## config.mk

```make
export PLATFORM = sky130hd
export DESIGN_NAME = imm_gen_pipe
export DESIGN_NICKNAME = d
export VERILOG_FILES = /design/src/rtl/imm_gen_pkg.sv /design/src/rtl/imm_fmt_decode.sv /design/src/rtl/imm_gen_pipe.sv
export SDC_FILE = /design/constraint.sdc
export NUM_CORES = 1
export LEC_CHECK = 0
export ABC_CLOCK_PERIOD_IN_PS = 4200
export BUFFER_PORTS_ARGS = -buffer_cell sky130_fd_sc_hd__clkbuf_2
export CAP_MARGIN = 30
export CELL_PAD_IN_SITES_DETAIL_PLACEMENT = 1
export CELL_PAD_IN_SITES_GLOBAL_PLACEMENT = 2
export CORE_MARGIN = 2
export CORE_UTILIZATION = 34
export DETAILED_ROUTE_END_ITERATION = 10
export PLACE_DENSITY = 0.88
export SLEW_MARGIN = 20
export SYNTH_ARGS = -nofsm -noshare
export SYNTH_HDL_FRONTEND = slang
export SYNTH_HIERARCHICAL = 1
export SYNTH_SLANG_ARGS = --single-unit
```

## constraint.sdc

```tcl
create_clock -name clk -period 4.2 [get_ports clk]
set_clock_uncertainty 0.15 [all_clocks]
set_input_delay 0.42 -clock clk [delete_from_list [all_inputs] [get_ports clk]]
set_output_delay 0.42 -clock clk [all_outputs]
set_load 0.01 [all_outputs]
```

## src/rtl/imm_gen_pkg.sv

```systemverilog
// Shared constants for the pipelined RISC-V immediate generator:
// format codes and the base-ISA opcodes that carry an immediate.
package imm_gen_pkg;

  typedef enum logic [2:0] {
    FMT_I    = 3'd0,
    FMT_S    = 3'd1,
    FMT_B    = 3'd2,
    FMT_U    = 3'd3,
    FMT_J    = 3'd4,
    FMT_NONE = 3'd7
  } imm_fmt_e;

  localparam logic [6:0] OPC_LOAD      = 7'b0000011;
  localparam logic [6:0] OPC_OP_IMM    = 7'b0010011;
  localparam logic [6:0] OPC_JALR      = 7'b1100111;
  localparam logic [6:0] OPC_OP_IMM_32 = 7'b0011011;
  localparam logic [6:0] OPC_STORE     = 7'b0100011;
  localparam logic [6:0] OPC_BRANCH    = 7'b1100011;
  localparam logic [6:0] OPC_LUI       = 7'b0110111;
  localparam logic [6:0] OPC_AUIPC     = 7'b0010111;
  localparam logic [6:0] OPC_JAL       = 7'b1101111;

endpackage

```

## src/rtl/imm_fmt_decode.sv

```systemverilog
// Combinational opcode decode: maps an opcode to an immediate format code
// and flags opcodes that carry no immediate for this XLEN.
module imm_fmt_decode
  import imm_gen_pkg::*;
#(
  parameter int XLEN = 64
) (
  input  logic [6:0] opcode,
  output logic [2:0] fmt,
  output logic       illegal
);

  always_comb begin
    fmt     = FMT_NONE;
    illegal = 1'b1;
    case (opcode)
      OPC_LOAD, OPC_OP_IMM, OPC_JALR: begin
        fmt     = FMT_I;
        illegal = 1'b0;
      end
      OPC_OP_IMM_32: begin
        // word-sized ops only exist on RV64
        if (XLEN == 64) begin
          fmt     = FMT_I;
          illegal = 1'b0;
        end
      end
      OPC_STORE: begin
        fmt     = FMT_S;
        illegal = 1'b0;
      end
      OPC_BRANCH: begin
        fmt     = FMT_B;
        illegal = 1'b0;
      end
      OPC_LUI, OPC_AUIPC: begin
        fmt     = FMT_U;
        illegal = 1'b0;
      end
      OPC_JAL: begin
        fmt     = FMT_J;
        illegal = 1'b0;
      end
      default: begin
        fmt     = FMT_NONE;
        illegal = 1'b1;
      end
    endcase
  end

endmodule

```

## src/rtl/imm_gen_pipe.sv

```systemverilog
// Two-stage valid/ready immediate generator: stage 1 holds the instruction and
// its decoded format, stage 2 holds the assembled XLEN immediate for the consumer.
module imm_gen_pipe
  import imm_gen_pkg::*;
#(
  parameter int XLEN  = 64,
  parameter int TAG_W = 4,
  parameter int ERR_W = 16
) (
  input  logic             clk,
  input  logic             rst_n,
  input  logic             in_valid,
  output logic             in_ready,
  input  logic [31:0]      in_inst,
  input  logic [TAG_W-1:0] in_tag,
  output logic             out_valid,
  input  logic             out_ready,
  output logic [XLEN-1:0]  out_imm,
  output logic [2:0]       out_fmt,
  output logic             out_illegal,
  output logic [TAG_W-1:0] out_tag,
  output logic [ERR_W-1:0] err_count
);

  logic             s1_valid_q, s1_valid_d;
  logic [31:7]      s1_inst_q;
  logic [TAG_W-1:0] s1_tag_q;
  logic [2:0]       s1_fmt_q;
  logic             s1_illegal_q;

  logic             s2_valid_q, s2_valid_d;
  logic [XLEN-1:0]  s2_imm_q, s2_imm_d;
  logic [2:0]       s2_fmt_q;
  logic             s2_illegal_q;
  logic [TAG_W-1:0] s2_tag_q;

  logic [ERR_W-1:0] err_q, err_d;

  logic [2:0]       dec_fmt;
  logic             dec_illegal;
  logic             s1_free, s2_free, s1_load, s2_load, out_fire;
  logic [31:0]      imm32;

  imm_fmt_decode #(.XLEN(XLEN)) u_dec (
    .opcode  (in_inst[6:0]),
    .fmt     (dec_fmt),
    .illegal (dec_illegal)
  );

  // A stage may take new data when empty or when its occupant leaves this cycle.
  assign s2_free  = !s2_valid_q || out_ready;
  assign s1_free  = !s1_valid_q || s2_free;
  assign in_ready = s1_free;
  assign s1_load  = in_valid && s1_free;
  assign s2_load  = s1_valid_q && s2_free;
  assign out_fire = s2_valid_q && out_ready;

  always_comb begin
    s1_valid_d = s1_free ? in_valid : s1_valid_q;
    s2_valid_d = s2_free ? s1_valid_q : s2_valid_q;
  end

  always_comb begin
    imm32 = '0;
    case (s1_fmt_q)
      FMT_I: imm32 = {{20{s1_inst_q[31]}}, s1_inst_q[31:20]};
      FMT_S: imm32 = {{20{s1_inst_q[31]}}, s1_inst_q[31:25], s1_inst_q[11:7]};
      FMT_B: imm32 = {{19{s1_inst_q[31]}}, s1_inst_q[31], s1_inst_q[7],
                      s1_inst_q[30:25], s1_inst_q[11:8], 1'b0};
      FMT_U: imm32 = {s1_inst_q[31:12], 12'b0};
      FMT_J: imm32 = {{11{s1_inst_q[31]}}, s1_inst_q[31], s1_inst_q[19:12],
                      s1_inst_q[20], s1_inst_q[30:21], 1'b0};
      default: imm32 = '0;
    endcase
    // every format is at most 32 bits wide, so widening to XLEN is a plain sign extension
    s2_imm_d = XLEN'(signed'(imm32));
  end

  always_comb begin
    err_d = err_q;
    if (out_fire && s2_illegal_q && (err_q != {ERR_W{1'b1}})) begin
      err_d = err_q + ERR_W'(1);
    end
  end

  always_ff @(posedge clk or negedge rst_n) begin
    if (!rst_n) begin
      s1_valid_q   <= 1'b0;
      s1_inst_q    <= '0;
      s1_tag_q     <= '0;
      s1_fmt_q     <= FMT_NONE;
      s1_illegal_q <= 1'b0;
    end else begin
      s1_valid_q <= s1_valid_d;
      if (s1_load) begin
        s1_inst_q    <= in_inst[31:7];
        s1_tag_q     <= in_tag;
        s1_fmt_q     <= dec_fmt;
        s1_illegal_q <= dec_illegal;
      end
    end
  end

  always_ff @(posedge clk or negedge rst_n) begin
    if (!rst_n) begin
      s2_valid_q   <= 1'b0;
      s2_imm_q     <= '0;
      s2_fmt_q     <= FMT_NONE;
      s2_illegal_q <= 1'b0;
      s2_tag_q     <= '0;
      err_q        <= '0;
    end else begin
      s2_valid_q <= s2_valid_d;
      err_q      <= err_d;
      if (s2_load) begin
        s2_imm_q     <= s2_imm_d;
        s2_fmt_q     <= s1_fmt_q;
        s2_illegal_q <= s1_illegal_q;
        s2_tag_q     <= s1_tag_q;
      end
    end
  end

  assign out_valid   = s2_valid_q;
  assign out_imm     = s2_imm_q;
  assign out_fmt     = s2_fmt_q;
  assign out_illegal = s2_illegal_q;
  assign out_tag     = s2_tag_q;
  assign err_count   = err_q;

endmodule

```

==> results.md <==
* TritonCTS clock tree: built
* Seq/Total Area, Yosys at 0.550
* First drt pass iteration count at 6
* Syn Nets at 398
* Req. time, crit path at around 3600 ps
* Total Power at 2.18 mW
* Clk slew on worst S/H paths at 60 ps
* PD cells at about 440 nW/um^2
* Total GRT Usage at 0.159
* Io pins at 130
* Post-CTS sizing at 0
* Die footprint at between 10000 and 15000 sq um
* CP max stage cell: dfrtp_1
* RePlAce Congestion at between 0.8 and 0.9
* Total number of vias at a little under 3000
* Clk buf depth at 2
* Core Region at 12000 sq um
* Setup slack, reg-to-reg at between 2000 and 2500 ps
* Worst-path fanout max at 34
* ANT nets after route at 0
* CP arrival at about 1500 ps
* Top post-synthesis cells by count: dfrtp_1, mux2_2, nand2_1
* Final setup violation count at 0
* Crit. path cell count at 1
* Status: complete, no violations
* Drt wl/cell at around 16 um
* Final Critical Period at just over 2000 ps
* Async SR Flop Fraction at 1.00
* CTS root buf: clkbuf_16
* Max_cap viols at 0
* Starting Density at 0.347
* RSZ-0062 raised after global routing: false
* Fillcell total at between 1000 and 1500
* Mapped Area at slightly above 4000 sq um
* P&R area growth vs syn at 20.2%
* Fin crit share at 0.490
* Post-synthesis register bit count at 91
* # clock sinks at 91
* Clk Latency, worst-skew pair at ~330 ps
* Post-Layout Cell Count at around 600
* Peak supply drop at between 150 and 200 uV
* R2R cell count at 4
* Placed cells at between 500 and 600
* Post-DP HPWL at approximately 7100 um
* Worst-Margin Slew at ~860 ps
* WS Path Type: reg2out
* Final Hold Viols at 0
* Max Transition Viols Final at 0
* Setup repair bufs after CTS at 0
* Routed WL at just under 10000 um
* Syn avg cell area at around 12 sq um
* CP delay by family, top: flip-flops
* Via count of the first global-routing pass at slightly above 3000
* Vias/cell at about 5.0
* Port buffer count at about 130
* Residual DRC count at 0
* CP Buf/Inv Count at 1
* Worst slew margin at 0.426
* Layout cells sized above 1 at 0.457
* Synth top area cells: dfrtp_1, mux2_2, buf_4, dfstp_2, nand2_1
* H-Tree Depth at 3
* Die X at 114 um
* Lkg Pwr at 2.40 nW
* Number of synthesized flops with an enable pin at 0
* GR Overflow Total at 0
* # diodes at 0
* Initial drt markers at 99
* Initial antenna violation count at 0
* Largest net degree at the start of global routing at 66
* Netlist cell types at 48
* Startpoint Class: register
* Worst path cell trace: clkbuf_2
* Final Instance Area at roughly 5000 sq um
* CTS buffer count at 9
* CP Capture Type: output port
* Placement Cell Area at 4670 sq um
* F_max at just under 500 MHz
* Global-route wire length before repair at roughly 16000 um
* Crit path largest cell delay at between 800 and 900 ps
* Min Hold Slack at between 30 and 40 ps
* YS warnings at 6
* Main synth FF type: dfrtp_1
* CTS hold repair buffers at 0
* Final nets at 491
* Worst min-delay path category: in2async
* Synth top area share at 0.513
* Cells after Synth at between 300 and 400
* Largest area contributor in the netlist: dfrtp_1
* Most common cell in the synthesized netlist: dfrtp_1
* Die height at between 100 and 150 um
* Core Rows at 40
* Setup TNS at 0 ps
## per-layer routing
metal,track usage,part of all wire,up-vias
met5,0,0,-
met4,0.0496,0.011,0
met3,0.0371,0.056,8
met2,0.247,0.46,96
met1,0.220,0.47,1468
li1,-,-,1409
## sequential cells by signal (all words and copies together), names as in the netlist
register / cells
err_count: 16
out_fmt: 3
out_illegal: 1
out_imm: 32
out_tag: 4
out_valid: 1
s1_fmt_q: 3
s1_illegal_q: 1
s1_inst_q: 25
s1_tag_q: 4
s1_valid_q: 1
## logic make-up after synthesis
family,Yosys count,share of synthesized area
flip-flops,91,0.550
multiplexers,43,0.116
XOR/XNOR,16,0.0338
AO/OA/AOI/OAI,70,0.101
buffers and inverters,52,0.0802
AND/OR/NAND/NOR,84,0.115
adder cells (fa/ha/maj),1,0.00301
## metrics by stage
stage | worst slack (ps) | util
6_report | 2140 | 0.417
5_1_grt | 1980 | 0.417
4_1_cts | 1780 | 0.416
3_5_place_dp | 1670 | 0.391
3_3_place_gp | 1770 | 0.391
2_1_floorplan | 2390 | -
## cell usage in the layout, fill, tap and decap left out, types with 2 or more instances in the layout
master       n
nor3_1       6
inv_1        3
buf_4        2
xnor2_1      2
a22oi_1      4
dfrtp_1     85
a21oi_1     22
and2_1       2
clkbuf_2   128
o21ai_1      4
dfstp_2      6
nand3_1      3
xor2_1      14
nand2b_1     6
inv_6        2
mux2_2      42
nand2_1     34
nor2_1       4
o21ai_0     25
clkbuf_16    9
nor4_1       2
and3_1       4
nand4_1      4
nor4_2       4
a22o_1       6
nand2_2      2
nand3b_1     2
## cell type report
cell class | count | area [sq um] | area share
flip-flops and latches | 91 | 2280 | 0.458
repair buffers | 131 | 667 | 0.134
clock inverters | 5 | 60.1 | 0.0120
multi-input cells | 214 | 1540 | 0.308
inverters | 3 | 11.3 | 0.00226
well taps | 147 | 184 | 0.0369
clock buffers | 11 | 243 | 0.0487
## final timing paths
kind,startpoint,end
setup / recovery,out_imm[31],out_imm[44]
hold reg to reg,out_imm[0],out_imm[0]
setup reg to reg,s1_fmt_q[1],out_imm[16]
max in group asynchronous,rst_n,out_imm[11]
min in group clk,in_tag[3],s1_tag_q[3]
hold / removal,rst_n,out_tag[2]
## power by group
| group | switching (mW) | total (mW) | leakage (nW) | internal (mW) |
|---|---|---|---|---|
| sequential | 0.0853 | 1.05 | 1.15 | 0.967 |
| combinational | 0.163 | 0.311 | 1.10 | 0.148 |
| clock | 0.335 | 0.816 | 0.147 | 0.481 |
| total | 0.583 | 2.18 | 2.40 | 1.60 |
No activity file was read; power rests on OpenSTA's default activity.
